--- config.mk ---
export PLATFORM = sky130hd
export DESIGN_NAME = elevator_floor_tracker_flat
export DESIGN_NICKNAME = d
export VERILOG_FILES = /design/src/rtl/elevator_floor_tracker_if.sv /design/src/rtl/elevator_floor_tracker.sv /design/src/flat_wrapper.sv
export SDC_FILE = /design/constraint.sdc
export NUM_CORES = 1
export LEC_CHECK = 0
export ABC_AREA = 1
export BUFFER_PORTS_ARGS = -buffer_cell sky130_fd_sc_hd__buf_2
export CAP_MARGIN = 20
export CELL_PAD_IN_SITES_DETAIL_PLACEMENT = 0
export CELL_PAD_IN_SITES_GLOBAL_PLACEMENT = 1
export CORE_MARGIN = 2
export CORE_UTILIZATION = 49
export CTS_BUF_LIST = sky130_fd_sc_hd__clkbuf_8
export CTS_CLUSTER_SIZE = 25
export DETAILED_ROUTE_END_ITERATION = 8
export PLACE_DENSITY_LB_ADDON = 0.1
export SETUP_SLACK_MARGIN = 0.2
export SYNTH_ARGS = -nofsm -noshare
export SYNTH_HDL_FRONTEND = slang
export SYNTH_SLANG_ARGS = --single-unit
--- constraint.sdc ---
create_clock -name clk -period 4.24 [get_ports clk]
set_input_delay 0.848 -clock clk [delete_from_list [all_inputs] [get_ports clk]]
set_output_delay 0.848 -clock clk [all_outputs]
set_load 0.02 [all_outputs]
--- src/rtl/elevator_floor_tracker_if.sv ---
// elevator_floor_tracker_if
//   Groups the car-side signals of the floor tracker. The master modport is
//   the environment: tick generator, call buttons and safety inputs. The
//   slave modport is the tracker itself.
//   Signals:
//     move_clk              step stream from the tick generator
//     call[2:0]             floor-call pulses (bit0 = floor 1 .. bit2 = floor 3)
//     sos_mode              emergency: flush and block calls
//     weight_limit_exceeded overload: holds the door open
//     led1/led2/led3        car stopped exactly at floor 1/2/3
//     move_handler          1 = car in motion, the generator counts
//     door_open             door dwell active
//     dir_up                current or last travel direction
//     floor[1:0]            last floor reached, 0..2
//     pending[2:0]          latched outstanding calls
//     floor_seg[6:0]        seven-segment floor display (ELEVATOR_SEG_EN only)
`timescale 1ns/1ps
interface elevator_floor_tracker_if;
  logic       move_clk;
  logic [2:0] call;
  logic       sos_mode;
  logic       weight_limit_exceeded;
  logic       led1;
  logic       led2;
  logic       led3;
  logic       move_handler;
  logic       door_open;
  logic       dir_up;
  logic [1:0] floor;
  logic [2:0] pending;
`ifdef ELEVATOR_SEG_EN
  logic [6:0] floor_seg;
`endif

  modport master (
    output move_clk, call, sos_mode, weight_limit_exceeded,
    input  led1, led2, led3, move_handler, door_open, dir_up, floor, pending
`ifdef ELEVATOR_SEG_EN
    , input floor_seg
`endif
  );

  modport slave (
    input  move_clk, call, sos_mode, weight_limit_exceeded,
    output led1, led2, led3, move_handler, door_open, dir_up, floor, pending
`ifdef ELEVATOR_SEG_EN
    , output floor_seg
`endif
  );
endinterface

--- src/rtl/elevator_floor_tracker.sv ---
// elevator_floor_tracker
//   Tracks a 3-floor car from the move-tick stream, serves latched floor
//   calls, runs the door dwell and tells the tick generator whether to count.
//   Ports:
//     clk             system clock
//     button_reset_n  asynchronous active-low reset
//     bus             elevator_floor_tracker_if.slave (see the interface file)
//   Parameters:
//     TICKS_PER_FLOOR move_clk rising edges per inter-floor segment (2..255)
//     DOOR_TIME       door dwell length in clk cycles (1..65535)
//   Optional feature:
//     ELEVATOR_SEG_EN adds the registered active-low seven-segment output
//                     floor_seg (g..a) showing floor+1, or "-" between floors.
`timescale 1ns/1ps
module elevator_floor_tracker #(
  parameter int unsigned TICKS_PER_FLOOR = 4,
  parameter int unsigned DOOR_TIME       = 20
) (
  input  logic                     clk,
  input  logic                     button_reset_n,
  elevator_floor_tracker_if.slave  bus
);

  typedef enum logic [1:0] {IDLE, MOVE_UP, MOVE_DOWN, DOOR} state_t;

  localparam logic [7:0]  TPF = 8'(TICKS_PER_FLOOR);
  localparam logic [15:0] DT  = 16'(DOOR_TIME);

  // Calls strictly above / below a floor, and the floor's own bit.
  function automatic logic [2:0] above_mask(input logic [1:0] f);
    case (f)
      2'd0:    above_mask = 3'b110;
      2'd1:    above_mask = 3'b100;
      default: above_mask = 3'b000;
    endcase
  endfunction

  function automatic logic [2:0] below_mask(input logic [1:0] f);
    case (f)
      2'd1:    below_mask = 3'b001;
      2'd2:    below_mask = 3'b011;
      default: below_mask = 3'b000;
    endcase
  endfunction

  function automatic logic [2:0] floor_bit(input logic [1:0] f);
    floor_bit = 3'(3'b001 << f);
  endfunction

  state_t      state_q, state_d;
  logic [1:0]  floor_q, floor_d;
  logic [7:0]  pos_q, pos_d;
  logic [15:0] timer_q, timer_d;
  logic [2:0]  pend_q, pend_d;
  logic [2:0]  led_q, led_d;
  logic        dir_q, dir_d;
  logic        mh_q, door_q;
  logic        prev_q;

  logic        step;
  logic [2:0]  call_eff;
  logic [2:0]  pend_live;
  logic [2:0]  pend_old;
  logic [2:0]  clr;
  logic [2:0]  ahead;

  // move_clk is already synchronous to clk, so a single delay register is
  // enough for edge detection.
  assign step = bus.move_clk & ~prev_q;

  // NOTE: every signal assigned here gets a default first so that no path
  // leaves it unassigned, which would otherwise infer a latch.
  always_comb begin
    state_d = state_q;
    floor_d = floor_q;
    pos_d   = pos_q;
    timer_d = timer_q;
    dir_d   = dir_q;
    clr     = 3'b000;
    ahead   = 3'b000;

    // Emergency mode blocks new calls and hides latched ones from every
    // decision; the latched set itself is flushed below.
    call_eff  = bus.sos_mode ? 3'b000 : bus.call;
    pend_old  = bus.sos_mode ? 3'b000 : pend_q;
    pend_live = pend_old | call_eff;

    unique case (state_q)
      IDLE: begin
        if ((pend_live & floor_bit(floor_q)) != 3'b000) begin
          // A call for the floor the car is parked at just opens the door.
          state_d = DOOR;
          timer_d = DT;
          clr     = floor_bit(floor_q);
        end else if ((pend_old & above_mask(floor_q)) != 3'b000 &&
                     (dir_q || (pend_old & below_mask(floor_q)) == 3'b000)) begin
          state_d = MOVE_UP;
          dir_d   = 1'b1;
        end else if ((pend_old & below_mask(floor_q)) != 3'b000) begin
          state_d = MOVE_DOWN;
          dir_d   = 1'b0;
        end
      end

      DOOR: begin
        if (call_eff[floor_q]) begin
          timer_d = DT;
          clr     = floor_bit(floor_q);
        end else if (bus.weight_limit_exceeded) begin
          timer_d = timer_q;
        end else if (timer_q <= 16'd1) begin
          state_d = IDLE;
          timer_d = 16'd0;
        end else begin
          timer_d = timer_q - 16'd1;
        end
      end

      MOVE_UP, MOVE_DOWN: begin
        if (step) begin
          if (pos_q + 8'd1 == TPF) begin
            pos_d = 8'd0;
            if (state_q == MOVE_UP) begin
              floor_d = (floor_q == 2'd2) ? floor_q : floor_q + 2'd1;
              ahead   = above_mask(floor_d);
            end else begin
              floor_d = (floor_q == 2'd0) ? floor_q : floor_q - 2'd1;
              ahead   = below_mask(floor_d);
            end
            // A call for the arrival floor on this very edge is folded into
            // pend_live, so it causes the stop and is cleared with it.
            if ((pend_live & floor_bit(floor_d)) != 3'b000 ||
                (pend_live & ahead) == 3'b000) begin
              state_d = DOOR;
              timer_d = DT;
              clr     = floor_bit(floor_d);
            end
          end else begin
            pos_d = pos_q + 8'd1;
          end
        end
      end

      default: state_d = IDLE;
    endcase

    pend_d = bus.sos_mode ? 3'b000 : (pend_live & ~clr);
    led_d  = (pos_d == 8'd0) ? floor_bit(floor_d) : 3'b000;
  end

  // NOTE: sequential state uses non-blocking assignments so every register
  // samples the pre-edge values regardless of statement order.
  always_ff @(posedge clk or negedge button_reset_n) begin
    if (!button_reset_n) begin
      state_q <= IDLE;
      floor_q <= 2'd0;
      pos_q   <= 8'd0;
      timer_q <= 16'd0;
      pend_q  <= 3'b000;
      led_q   <= 3'b001;
      dir_q   <= 1'b1;
      mh_q    <= 1'b0;
      door_q  <= 1'b0;
      prev_q  <= 1'b0;
    end else begin
      state_q <= state_d;
      floor_q <= floor_d;
      pos_q   <= pos_d;
      timer_q <= timer_d;
      pend_q  <= pend_d;
      led_q   <= led_d;
      dir_q   <= dir_d;
      mh_q    <= (state_d == MOVE_UP) || (state_d == MOVE_DOWN);
      door_q  <= (state_d == DOOR);
      prev_q  <= bus.move_clk;
    end
  end

  assign bus.led1         = led_q[0];
  assign bus.led2         = led_q[1];
  assign bus.led3         = led_q[2];
  assign bus.move_handler = mh_q;
  assign bus.door_open    = door_q;
  assign bus.dir_up       = dir_q;
  assign bus.floor        = floor_q;
  assign bus.pending      = pend_q;

`ifdef ELEVATOR_SEG_EN
  // Active-low segments ordered {g,f,e,d,c,b,a}.
  localparam logic [6:0] SEG_1    = 7'b1111001;
  localparam logic [6:0] SEG_2    = 7'b0100100;
  localparam logic [6:0] SEG_3    = 7'b0110000;
  localparam logic [6:0] SEG_DASH = 7'b0111111;

  logic [6:0] seg_q, seg_d;

  always_comb begin
    seg_d = SEG_DASH;
    if (pos_d == 8'd0) begin
      case (floor_d)
        2'd0:    seg_d = SEG_1;
        2'd1:    seg_d = SEG_2;
        default: seg_d = SEG_3;
      endcase
    end
  end

  always_ff @(posedge clk or negedge button_reset_n) begin
    if (!button_reset_n) seg_q <= SEG_1;
    else                 seg_q <= seg_d;
  end

  assign bus.floor_seg = seg_q;
`endif

endmodule

--- src/flat_wrapper.sv ---
// flat-port wrapper written by rule: the top's interface ports become plain ports
module elevator_floor_tracker_flat 
#(
  parameter int unsigned TICKS_PER_FLOOR = 4,
  parameter int unsigned DOOR_TIME       = 20
)
  (clk, button_reset_n, bus_move_clk, bus_call, bus_sos_mode, bus_weight_limit_exceeded, bus_led1, bus_led2, bus_led3, bus_move_handler, bus_door_open, bus_dir_up, bus_floor, bus_pending);
  elevator_floor_tracker_if bus_i ();
  input  logic clk;
  input  logic button_reset_n;
  input wire logic [$bits(bus_i.move_clk)-1:0] bus_move_clk;
  input wire logic [$bits(bus_i.call)-1:0] bus_call;
  input wire logic [$bits(bus_i.sos_mode)-1:0] bus_sos_mode;
  input wire logic [$bits(bus_i.weight_limit_exceeded)-1:0] bus_weight_limit_exceeded;
  output wire logic [$bits(bus_i.led1)-1:0] bus_led1;
  output wire logic [$bits(bus_i.led2)-1:0] bus_led2;
  output wire logic [$bits(bus_i.led3)-1:0] bus_led3;
  output wire logic [$bits(bus_i.move_handler)-1:0] bus_move_handler;
  output wire logic [$bits(bus_i.door_open)-1:0] bus_door_open;
  output wire logic [$bits(bus_i.dir_up)-1:0] bus_dir_up;
  output wire logic [$bits(bus_i.floor)-1:0] bus_floor;
  output wire logic [$bits(bus_i.pending)-1:0] bus_pending;
  assign bus_i.move_clk = bus_move_clk;
  assign bus_i.call = bus_call;
  assign bus_i.sos_mode = bus_sos_mode;
  assign bus_i.weight_limit_exceeded = bus_weight_limit_exceeded;
  assign bus_led1 = bus_i.led1;
  assign bus_led2 = bus_i.led2;
  assign bus_led3 = bus_i.led3;
  assign bus_move_handler = bus_i.move_handler;
  assign bus_door_open = bus_i.door_open;
  assign bus_dir_up = bus_i.dir_up;
  assign bus_floor = bus_i.floor;
  assign bus_pending = bus_i.pending;
  elevator_floor_tracker #(.TICKS_PER_FLOOR(TICKS_PER_FLOOR), .DOOR_TIME(DOOR_TIME)) u_core (.clk(clk), .button_reset_n(button_reset_n), .bus(bus_i));
endmodule
==> impl_metrics.ini <==
[outcome]
status = complete, no violations

[synthesis]
avgSynthCellArea_sq_um = 6.92
synthTopCellsByArea = dfrtp_1 33%, nand2_1 14%, inv_1 8.2%
synth_cell_types = 33
syn_nets = 413
yosysSeqAreaShare = 0.353
synth_cells = 390
syn_area_sq_um = 2700
yosysTopAreaCellShare = 0.334
ys_seq_elements = 38
yosysWarnings = 0
synth_largest_area_cell = dfrtp_1

[route]
dr.pass1.iters = 4
ant_nets = 0
wl_per_cell_um = 11.4
via_per_inst = 4.90
drc = 0
vias = 2365
first_iter_violations = 135
routed_wirelength_um = 5490

[sta]
period_share = 0.607
max_freq_mhz = 388
layout_min_cycle_time_ns = 2.57
setup_tns_ns = 0
setup_viol = 0
skew_ns = 0.00695
maxSlewHeadroom = 0.430
drv_slew = 0
hold_violations = 0
rsz0062_at_grt = false
tightest_slew_ns = 0.855

[global_route]
grt_usage = 0.196
grt_pass1_wl_um = 9700
grt-ovfl-total = 0
grt_max_degree = 39
antenna_found_initial = 0
grt_pass1_vias = 2218

[die]
start_util = 0.499
die_w_um = 78.2
rows = 27
fp.dieArea_sq_um = 6110
core_sq_um = 5410
die_height_um = 78.2
io_pins = 19

[cells_and_area]
drive_above_1_share = 0.109
n_antenna_cell = 0
final_util = 0.543
layout.nets = 433
areaGrowthSynthToFinish_pct = 8.86

[placed_design]
io_buffer_count = 18
dp_hpwl_um = 4140
gp_congestion = 0.817

[cts]
cts_buffers = 5
post_cts_buffers = 0
cts_max_path_buffers = 2
cts.sinks = 38
tritoncts = built
root_buffer = clkbuf_8
insertion_delay_ns = 0.29
cts_resized = 0
cts.htree.levels = 2
clk_pin_slew_worst_paths_ns = 0.08
cts-hold-fix-buffers = 0

[power_and_ir_drop]
power_leakage_uw = 0.00152
ir_drop_mv = 0.245
power.density_nw_per_um2 = 612

[flow_run]
drv_cap = 0

[setup_path]
worstPathRequired_ns = 4.42
path_class = flip-flop to flip-flop
end_kind = flip-flop
critPathArrivalTime_ns = 2.75
critPathLaunchType = flip-flop
crit_fanout = 17

[min_path]
hp-class = flip-flop to flip-flop
stage by stage:
stage | total power (uW) | area, sq um | cells | hold WS (ns) | setup slack (ns)
global placement | 1550 | 2840 | 475 | 0.459 | 1.55
detailed placement | 1550 | 2840 | 475 | 0.458 | 1.52
finish | 1800 | 2940 | 483 | 0.472 | 1.67
CTS | 1820 | 2940 | 483 | 0.477 | 1.64
floorplan | 1370 | 2700 | 390 | 0.442 | 1.98
global route | 1990 | 2940 | 483 | 0.499 | 1.30
layout make-up:
class | count | area [sq um]
tap | 72 | 90.1
clock buffer | 6 | 82.6
sequential | 38 | 953
timing repair buffer | 18 | 90.1
inverter | 61 | 229
multi-input combinational | 286 | 1480
clock inverter | 2 | 12.5
fill | 548 | 2470
placed cells by master (no fill, tap or decap), drive strengths merged:
cell type | Yosys | final
clkinv | 0 | 1
a21boi | 2 | 2
clkinvlp | 0 | 1
and3 | 2 | 2
nand3b | 1 | 1
dfrtp | 36 | 36
clkbuf | 1 | 6
xor2 | 1 | 1
xnor2 | 4 | 4
nand2 | 104 | 104
nor3 | 11 | 11
o21ai | 23 | 23
buf | 4 | 18
a21oi | 14 | 14
o211ai | 2 | 2
nand3 | 39 | 39
o32ai | 1 | 1
dfstp | 2 | 2
o22ai | 2 | 2
nor3b | 3 | 3
nor2 | 59 | 59
inv | 61 | 61
o31ai | 3 | 3
ha | 15 | 15
cell families after synthesis:
| family | share of synthesized area |
|---|---|
| xor gates and xnor gates | 0.0162 |
| and+or+nand+nor | 0.357 |
| buffers and inverters | 0.0983 |
| DFF | 0.353 |
| adders and majority gates | 0.0696 |
| AOI/OAI and AO/OA | 0.106 |
final timing paths:
check                                    start                  to  slack (ns)  cells past startpoint
min in group asynchronous       button_reset_n   u_core.timer_q[8]        0.67                      1
max reg2reg                u_core.bus.floor[0]  u_core.timer_q[14]        1.67                     13
min                          u_core.timer_q[1]   u_core.timer_q[1]        0.47                      2
max in group asynchronous       button_reset_n   u_core.timer_q[6]        3.04                      1
min reg2reg                  u_core.timer_q[1]   u_core.timer_q[1]        0.47                      2
max                        u_core.bus.floor[0]  u_core.timer_q[14]        1.67                     13
Yosys cell counts:
master	number
nand2_1	101
inv_1	59
nor2_1	53
dfrtp_1	36
nand3_1	36
ha_1	15
o21ai_0	15
a21oi_1	13
nor3_1	11
o21ai_1	6
xnor2_1	4
nand3_2	3
nor2_2	3
nor2_4	3
nor3b_1	3
o31ai_1	3
a21boi_0	2
and3_1	2
buf_2	2
buf_6	2
dfstp_2	2
inv_2	2
nand2_2	2
o211ai_1	2
o22ai_1	2
a21oi_4	1
clkbuf_1	1
nand2_4	1
nand3b_1	1
o21ai_2	1
o21ai_4	1
o32ai_1	1
xor2_1	1
worst max-delay path, cell delays in order, from the launching register on:
cell     delay (ns)
dfrtp_1        0.44
inv_1          0.16
ha_1           0.31
inv_1          0.05
nand2_1        0.08
o21ai_0        0.15
nor2_1         0.17
nand2_1        0.08
nand3_1        0.12
nor2_4         0.06
o21ai_4        0.43
nand2_4        0.23
nand2_1        0.11
nand2_1        0.05
metal layers:
metal	up-vias	GRT usage	wire length [um]
met5	-	0	0
li1	1270	-	-
met4	0	0.0421	36
met1	1072	0.249	2600
met3	5	0.0345	130
met2	18	0.347	2730
power breakdown:
| part | leakage (uW) | total [uW] | switching, uW | internal (uW) |
|---|---|---|---|---|
| clock | 0.0000472 | 264 | 133 | 131 |
| combinational | 0.000997 | 961 | 646 | 315 |
| sequential | 0.000474 | 573 | 103 | 470 |
| total | 0.00152 | 1800 | 883 | 916 |
state kept, by name, summed over array words and instances (netlist names):
signal and cells:
u_core.bus.dir_up 1, u_core.bus.door_open 1, u_core.bus.floor 2, u_core.bus.move_handler 1, u_core.bus.pending 3, u_core.led_q 3
u_core.pos_q 8, u_core.prev_q 1, u_core.state_q 2, u_core.timer_q 16
No activity file was read; power rests on OpenSTA's default activity.
